`config.mk`:
```
export PLATFORM = sky130hd
export DESIGN_NAME = lamp_pattern_seq
export DESIGN_NICKNAME = d
export VERILOG_FILES = /design/src/rtl/lamp_pattern_seq.sv
export SDC_FILE = /design/constraint.sdc
export NUM_CORES = 1
export LEC_CHECK = 0
export ABC_AREA = 0
export BUFFER_PORTS_ARGS = -buffer_cell sky130_fd_sc_hd__buf_2
export CAP_MARGIN = 15
export CORE_MARGIN = 8
export CORE_UTILIZATION = 28
export CTS_CLUSTER_SIZE = 28
export DETAILED_ROUTE_END_ITERATION = 16
export GPL_TIMING_DRIVEN = 1
export PLACE_DENSITY = 0.46
export REMOVE_ABC_BUFFERS = 1
export SKIP_LAST_GASP = 1
export SYNTH_ARGS = -nofsm -noshare
export SYNTH_HDL_FRONTEND = slang
export SYNTH_SLANG_ARGS = --single-unit
```
`constraint.sdc`:
```
create_clock -name clk -period 7.75 [get_ports clk]
set_input_delay 0.3875 -clock clk [delete_from_list [all_inputs] [get_ports clk]]
set_output_delay 0.3875 -clock clk [all_outputs]
set_load 0.005 [all_outputs]
```
`src/rtl/lamp_pattern_seq.sv`:
```
`default_nettype none
// +--------------------------------------------------------------------------+
// | Module  : lamp_pattern_seq                                               |
// | Purpose : WIDTH-lamp flash / walk / alternate sequencer with prescaler,  |
// |           auto-cycle or manual mode selection. Optional macro            |
// |           PINGPONG_EN makes the walking light bounce back.               |
// | Revision: 1.0  initial release                                           |
// +--------------------------------------------------------------------------+
module lamp_pattern_seq #(
  parameter int WIDTH = 8,
  parameter int DIV   = 1,
  parameter int DIV_W = 16
) (
  input  logic                   clk,
  input  logic                   rst,
  input  logic                   en,
  input  logic                   auto_cycle,
  input  logic [1:0]             mode_sel,
  output logic [WIDTH-1:0]       lamb,
  output logic [1:0]             mode_out,
  output logic [$clog2(WIDTH):0] step_out,
  output logic                   frame_done
);

  localparam int STEP_W = $clog2(WIDTH) + 1;

  localparam logic [1:0] c_MODE_FLASH = 2'd0;
  localparam logic [1:0] c_MODE_WALK  = 2'd1;
  localparam logic [1:0] c_MODE_ALT   = 2'd2;
  localparam logic [1:0] c_MODE_OFF   = 2'd3;

  localparam logic [DIV_W-1:0] c_PRESC_LAST = DIV_W'(DIV - 1);

`ifdef PINGPONG_EN
  localparam int c_WALK_LEN = 2 * WIDTH - 2;
`else
  localparam int c_WALK_LEN = WIDTH;
`endif
  localparam logic [STEP_W-1:0] c_WALK_LAST = STEP_W'(c_WALK_LEN - 1);

  logic [DIV_W-1:0]  r_presc;
  logic [1:0]        r_mode;
  logic [STEP_W-1:0] r_step;
  logic [WIDTH-1:0]  r_lamb;
  logic              r_frame_done;

  logic              w_tick;
  logic              w_frame_end;
  logic [STEP_W-1:0] w_last_step;
  logic [1:0]        w_mode_auto;
  logic [DIV_W-1:0]  w_presc_nxt;
  logic [1:0]        w_mode_nxt;
  logic [STEP_W-1:0] w_step_nxt;
  logic [WIDTH-1:0]  w_lamb_nxt;

  function automatic logic [WIDTH-1:0] f_pattern(input logic [1:0]        m,
                                                 input logic [STEP_W-1:0] k);
    logic [WIDTH-1:0] p;
    p = '0;
    case (m)
      c_MODE_FLASH: p = (k != '0) ? '1 : '0;
      c_MODE_WALK: begin
        // Outbound steps light from the left; return steps (ping-pong only) from the right.
        for (int i = 0; i < WIDTH; i++) begin
          if (int'(k) < WIDTH) p[i] = (i == WIDTH - 1 - int'(k));
          else                 p[i] = (i == int'(k) - WIDTH + 1);
        end
      end
      c_MODE_ALT:  p = (k == '0) ? {WIDTH/2{2'b01}} : {WIDTH/2{2'b10}};
      default:     p = '0;
    endcase
    return p;
  endfunction

  always_ff @(posedge clk) begin
    if (rst) begin
      r_presc      <= '0;
      r_mode       <= c_MODE_FLASH;
      r_step       <= '0;
      r_lamb       <= '0;
      r_frame_done <= 1'b0;
    end else begin
      r_presc      <= w_presc_nxt;
      r_mode       <= w_mode_nxt;
      r_step       <= w_step_nxt;
      r_lamb       <= w_lamb_nxt;
      r_frame_done <= w_frame_end;
    end
  end

  always_comb begin
    w_tick = en && (r_presc == c_PRESC_LAST);

    case (r_mode)
      c_MODE_FLASH: w_last_step = STEP_W'(1);
      c_MODE_WALK:  w_last_step = c_WALK_LAST;
      c_MODE_ALT:   w_last_step = STEP_W'(1);
      default:      w_last_step = '0;
    endcase

    case (r_mode)
      c_MODE_FLASH: w_mode_auto = c_MODE_WALK;
      c_MODE_WALK:  w_mode_auto = c_MODE_ALT;
      default:      w_mode_auto = c_MODE_FLASH;
    endcase

    w_frame_end = w_tick && (r_step == w_last_step);

    w_presc_nxt = r_presc;
    w_mode_nxt  = r_mode;
    w_step_nxt  = r_step;

    if (en) w_presc_nxt = w_tick ? '0 : r_presc + 1'b1;

    // Mode inputs are only looked at on the frame-end tick.
    if (w_frame_end) begin
      w_mode_nxt = auto_cycle ? w_mode_auto : mode_sel;
      w_step_nxt = '0;
    end else if (w_tick) begin
      w_step_nxt = r_step + 1'b1;
    end
  end

  always_comb begin
    w_lamb_nxt = r_lamb;
    if (w_tick) w_lamb_nxt = f_pattern(w_mode_nxt, w_step_nxt);
  end

  assign lamb       = r_lamb;
  assign mode_out   = r_mode;
  assign step_out   = r_step;
  assign frame_done = r_frame_done;

endmodule
`default_nettype wire
```
==> flow_summary.yaml <==
status:
  outcome: "complete, no violations"
sta:
  hold_viol_final: 0
  setup_failing_eps_final: 0
  worst-slew-pin-transition_ns: 0.758
  final_max_slew_viol_count: 0
  finalCritPeriodShare_pct: 49.0
  final.min_clock_period_ns: 3.80
  headroom_to_the_max_slew_limit_pct: 49.0
  setup_total_negative_slack_ns: 0
  clock_skew_ns: 0.00664
  max_freq_mhz: 263
  grt_setup_unrepaired: "false"
routing:
  detail_route.wl_per_cell_um: 13.6
  detail_route.drc_violations: 0
  routed_wl_um: 4140
  first_pass_iters: 4
  vias_per_cell: 4.79
  detail-route-antenna-nets: 0
  initial_drt_markers: 118
  detailroute.via_count: 1457
synthesis:
  synthDominantAreaCellType: "sky130_fd_sc_hd__dfxtp_1"
  post_syn_instances: 206
  synth-seq-area-share_pct: 35.2
  synth-seq-cells: 31
  yosys.area.top_type_share_pct: 35.2
  synthesis.area_per_instance_um2: 8.55
  synth_area_mm2: 0.00176
  postSynth.asyncResetShare_pct: 0
  synth_top_flop_cell: "sky130_fd_sc_hd__dfxtp_1"
  synth_edf_count: 0
  synth_area_leaders: "sky130_fd_sc_hd__dfxtp_1, sky130_fd_sc_hd__ha_1, sky130_fd_sc_hd__nor2_1, sky130_fd_sc_hd__xor2_1, sky130_fd_sc_hd__nand3_1"
  synth_unique_cells: 45
  ys_warn_count: 0
clock_tree:
  clock_latency_ns: 0.29
  cts.hold.buffers_added: 0
  cts_max_level: 2
  post-cts-setup-buffers: 0
  number_of_clock_sinks_seen_by_cts: 31
  cts_tree: "done"
  cts.repair.resized: 0
  cts-buffers-inserted: 5
  clock_tree.root_cell: "sky130_fd_sc_hd__clkbuf_8"
  clkTransAtPathRegs_ns: 0.07
  cts_buffer_depth: 2
placed_design:
  dp.final_hpwl_um: 3010
  port-buffer-count: 20
  finalWeightedCongestion: 0.778
  dpl-instance-area_mm2: 0.00192
cells_and_area:
  final_cell_mix: "sky130_fd_sc_hd__dfxtp_1, sky130_fd_sc_hd__nor2_1, sky130_fd_sc_hd__buf_2"
  post-route-cell-area_mm2: 0.00205
  final_nets: 242
  area_used_by_multi_input_combinational_logic_mm2: 0.00107
  register_area_um2: 621
  insertedDiodeCount: 0
  layout_commonest_cell: "sky130_fd_sc_hd__dfxtp_1"
  synthToLayoutAreaGrowth_pct: 16.4
  filler_cell_count: 672
  drive_above_1_share_pct: 17.2
global_route:
  wire_length_of_the_first_global_routing_pass_um: 6900
  first_global_vias: 1442
  global_route.usage.total_pct: 9.78
  grt.overflow.total: 0
  antenna_found_initial: 0
  grt_max_degree: 17
floorplan:
  die-height_um: 95.3
  num_rows: 29
  ioPinCount: 21
  dieWidth_um: 95.3
  floorplan_die_area_mm2: 0.00909
  coreArea_mm2: 0.00620
  initial_utilization_pct: 28.4
critical_path:
  cp-end-kind: "flop"
  worst-path-max-fanout: 11
  critical_path.startpoint_type: "flop"
  criticalPathCategory: "reg2reg"
  timing.critical_path.arrival_ns: 4.03
  required_ns: 7.98
run:
  cap_violations: 0
pwr:
  design_power_total_uw: 428
  power_per_cell_area_mw_per_mm2: 209
  leak_pwr_uw: 0.000819
  largest_voltage_drop_on_the_vdd_net_mv: 0.0813
min_path:
  hold_class: "in2reg"
## report_power, final
group | internal [µW] | switching, µW
clock network | 129 | 63.0
logic | 24.6 | 37.5
registers | 168 | 6.51
total | 321 | 107
## cells by family (layout without fill, tap and decap cells)
family / after synthesis / in the layout / share of synthesized area, %
adders and majority gates: 10 / 10 / 7.10
DFF: 31 / 31 / 35.2
and+or+nand+nor: 97 / 97 / 29.4
muxes: 4 / 4 / 2.41
xor gates and xnor gates: 14 / 14 / 7.39
AOI/OAI and AO/OA: 34 / 34 / 14.3
buffers and inverters: 16 / 37 / 4.19
## cells in the mapped netlist, types with 3 or more instances
library cell	number
sky130_fd_sc_hd__or3_1	5
sky130_fd_sc_hd__nand2b_1	7
sky130_fd_sc_hd__xor2_1	9
sky130_fd_sc_hd__and3_1	3
sky130_fd_sc_hd__inv_1	9
sky130_fd_sc_hd__ha_1	10
sky130_fd_sc_hd__xnor2_1	4
sky130_fd_sc_hd__dfxtp_1	31
sky130_fd_sc_hd__and2_1	3
sky130_fd_sc_hd__nand2_1	16
sky130_fd_sc_hd__nor3_1	4
sky130_fd_sc_hd__nand3_1	12
sky130_fd_sc_hd__nor2_1	28
sky130_fd_sc_hd__clkbuf_1	3
sky130_fd_sc_hd__o21ai_0	6
sky130_fd_sc_hd__a21oi_1	9
sky130_fd_sc_hd__a32oi_1	3
sky130_fd_sc_hd__nor4b_1	3
sky130_fd_sc_hd__a211oi_1	4
sky130_fd_sc_hd__nor4_1	5
## final timing paths
check / startpoint / endpoint / slack, ns / depth (start not counted)
worst max-delay path: r_presc[0]$_SDFFE_PP0P_ / lamb[6]$_SDFFE_PP0N_ / 3.95 / 12
worst min-delay path: en / r_presc[0]$_SDFFE_PP0P_ / 0.42 / 3
worst min register to register: lamb[6]$_SDFFE_PP0N_ / lamb[6]$_SDFFE_PP0N_ / 0.47 / 2
worst max register to register: r_presc[0]$_SDFFE_PP0P_ / lamb[6]$_SDFFE_PP0N_ / 3.95 / 12
## flip-flops by register name, indices dropped and copies added, names as in the netlist
register / cells
mode_out: 2
lamb: 8
frame_done: 1
r_presc: 16
step_out: 4
## per-stage QoR
stage,utilization (%),instances,setup WS [ns],hold WS [ns]
finish,33.1,304,3.95,0.420
global route,33.1,304,3.42,0.428
CTS,33.1,304,3.88,0.410
detailed placement,30.9,296,3.88,0.457
global placement,30.9,296,3.93,0.452
floorplan,-,199,4.52,0.459
## layout make-up
class,instances,share of cell area [%]
well taps,77,4.70
multi-input cells,159,52.0
inverters,9,1.65
repair buffers,20,4.88
clock buffers,6,3.54
clock inverters,2,2.93
flip-flops and latches,31,30.3
## worst max-delay path: stages, from the launching register on
cell,delay (ns)
sky130_fd_sc_hd__dfxtp_1,0.33
sky130_fd_sc_hd__inv_1,0.10
sky130_fd_sc_hd__ha_1,0.15
sky130_fd_sc_hd__nor4b_1,0.31
sky130_fd_sc_hd__nand4_1,0.46
sky130_fd_sc_hd__o21ai_0,0.49
sky130_fd_sc_hd__and2_1,0.33
sky130_fd_sc_hd__inv_1,0.14
sky130_fd_sc_hd__ha_1,0.21
sky130_fd_sc_hd__or3_1,0.43
sky130_fd_sc_hd__nor4b_1,0.53
sky130_fd_sc_hd__a32oi_1,0.17
sky130_fd_sc_hd__nand2b_1,0.09
## metal layers
layer  vias to the layer above  part of all wire, %  track usage, %
met5                         -                    0               0
met4                         0                  3.0            7.54
met3                        10                  4.6            1.73
li1                        769                    -               -
met1                       648                   55            13.1
met2                        30                   38            13.5
Power figures use the tool's default switching activity.
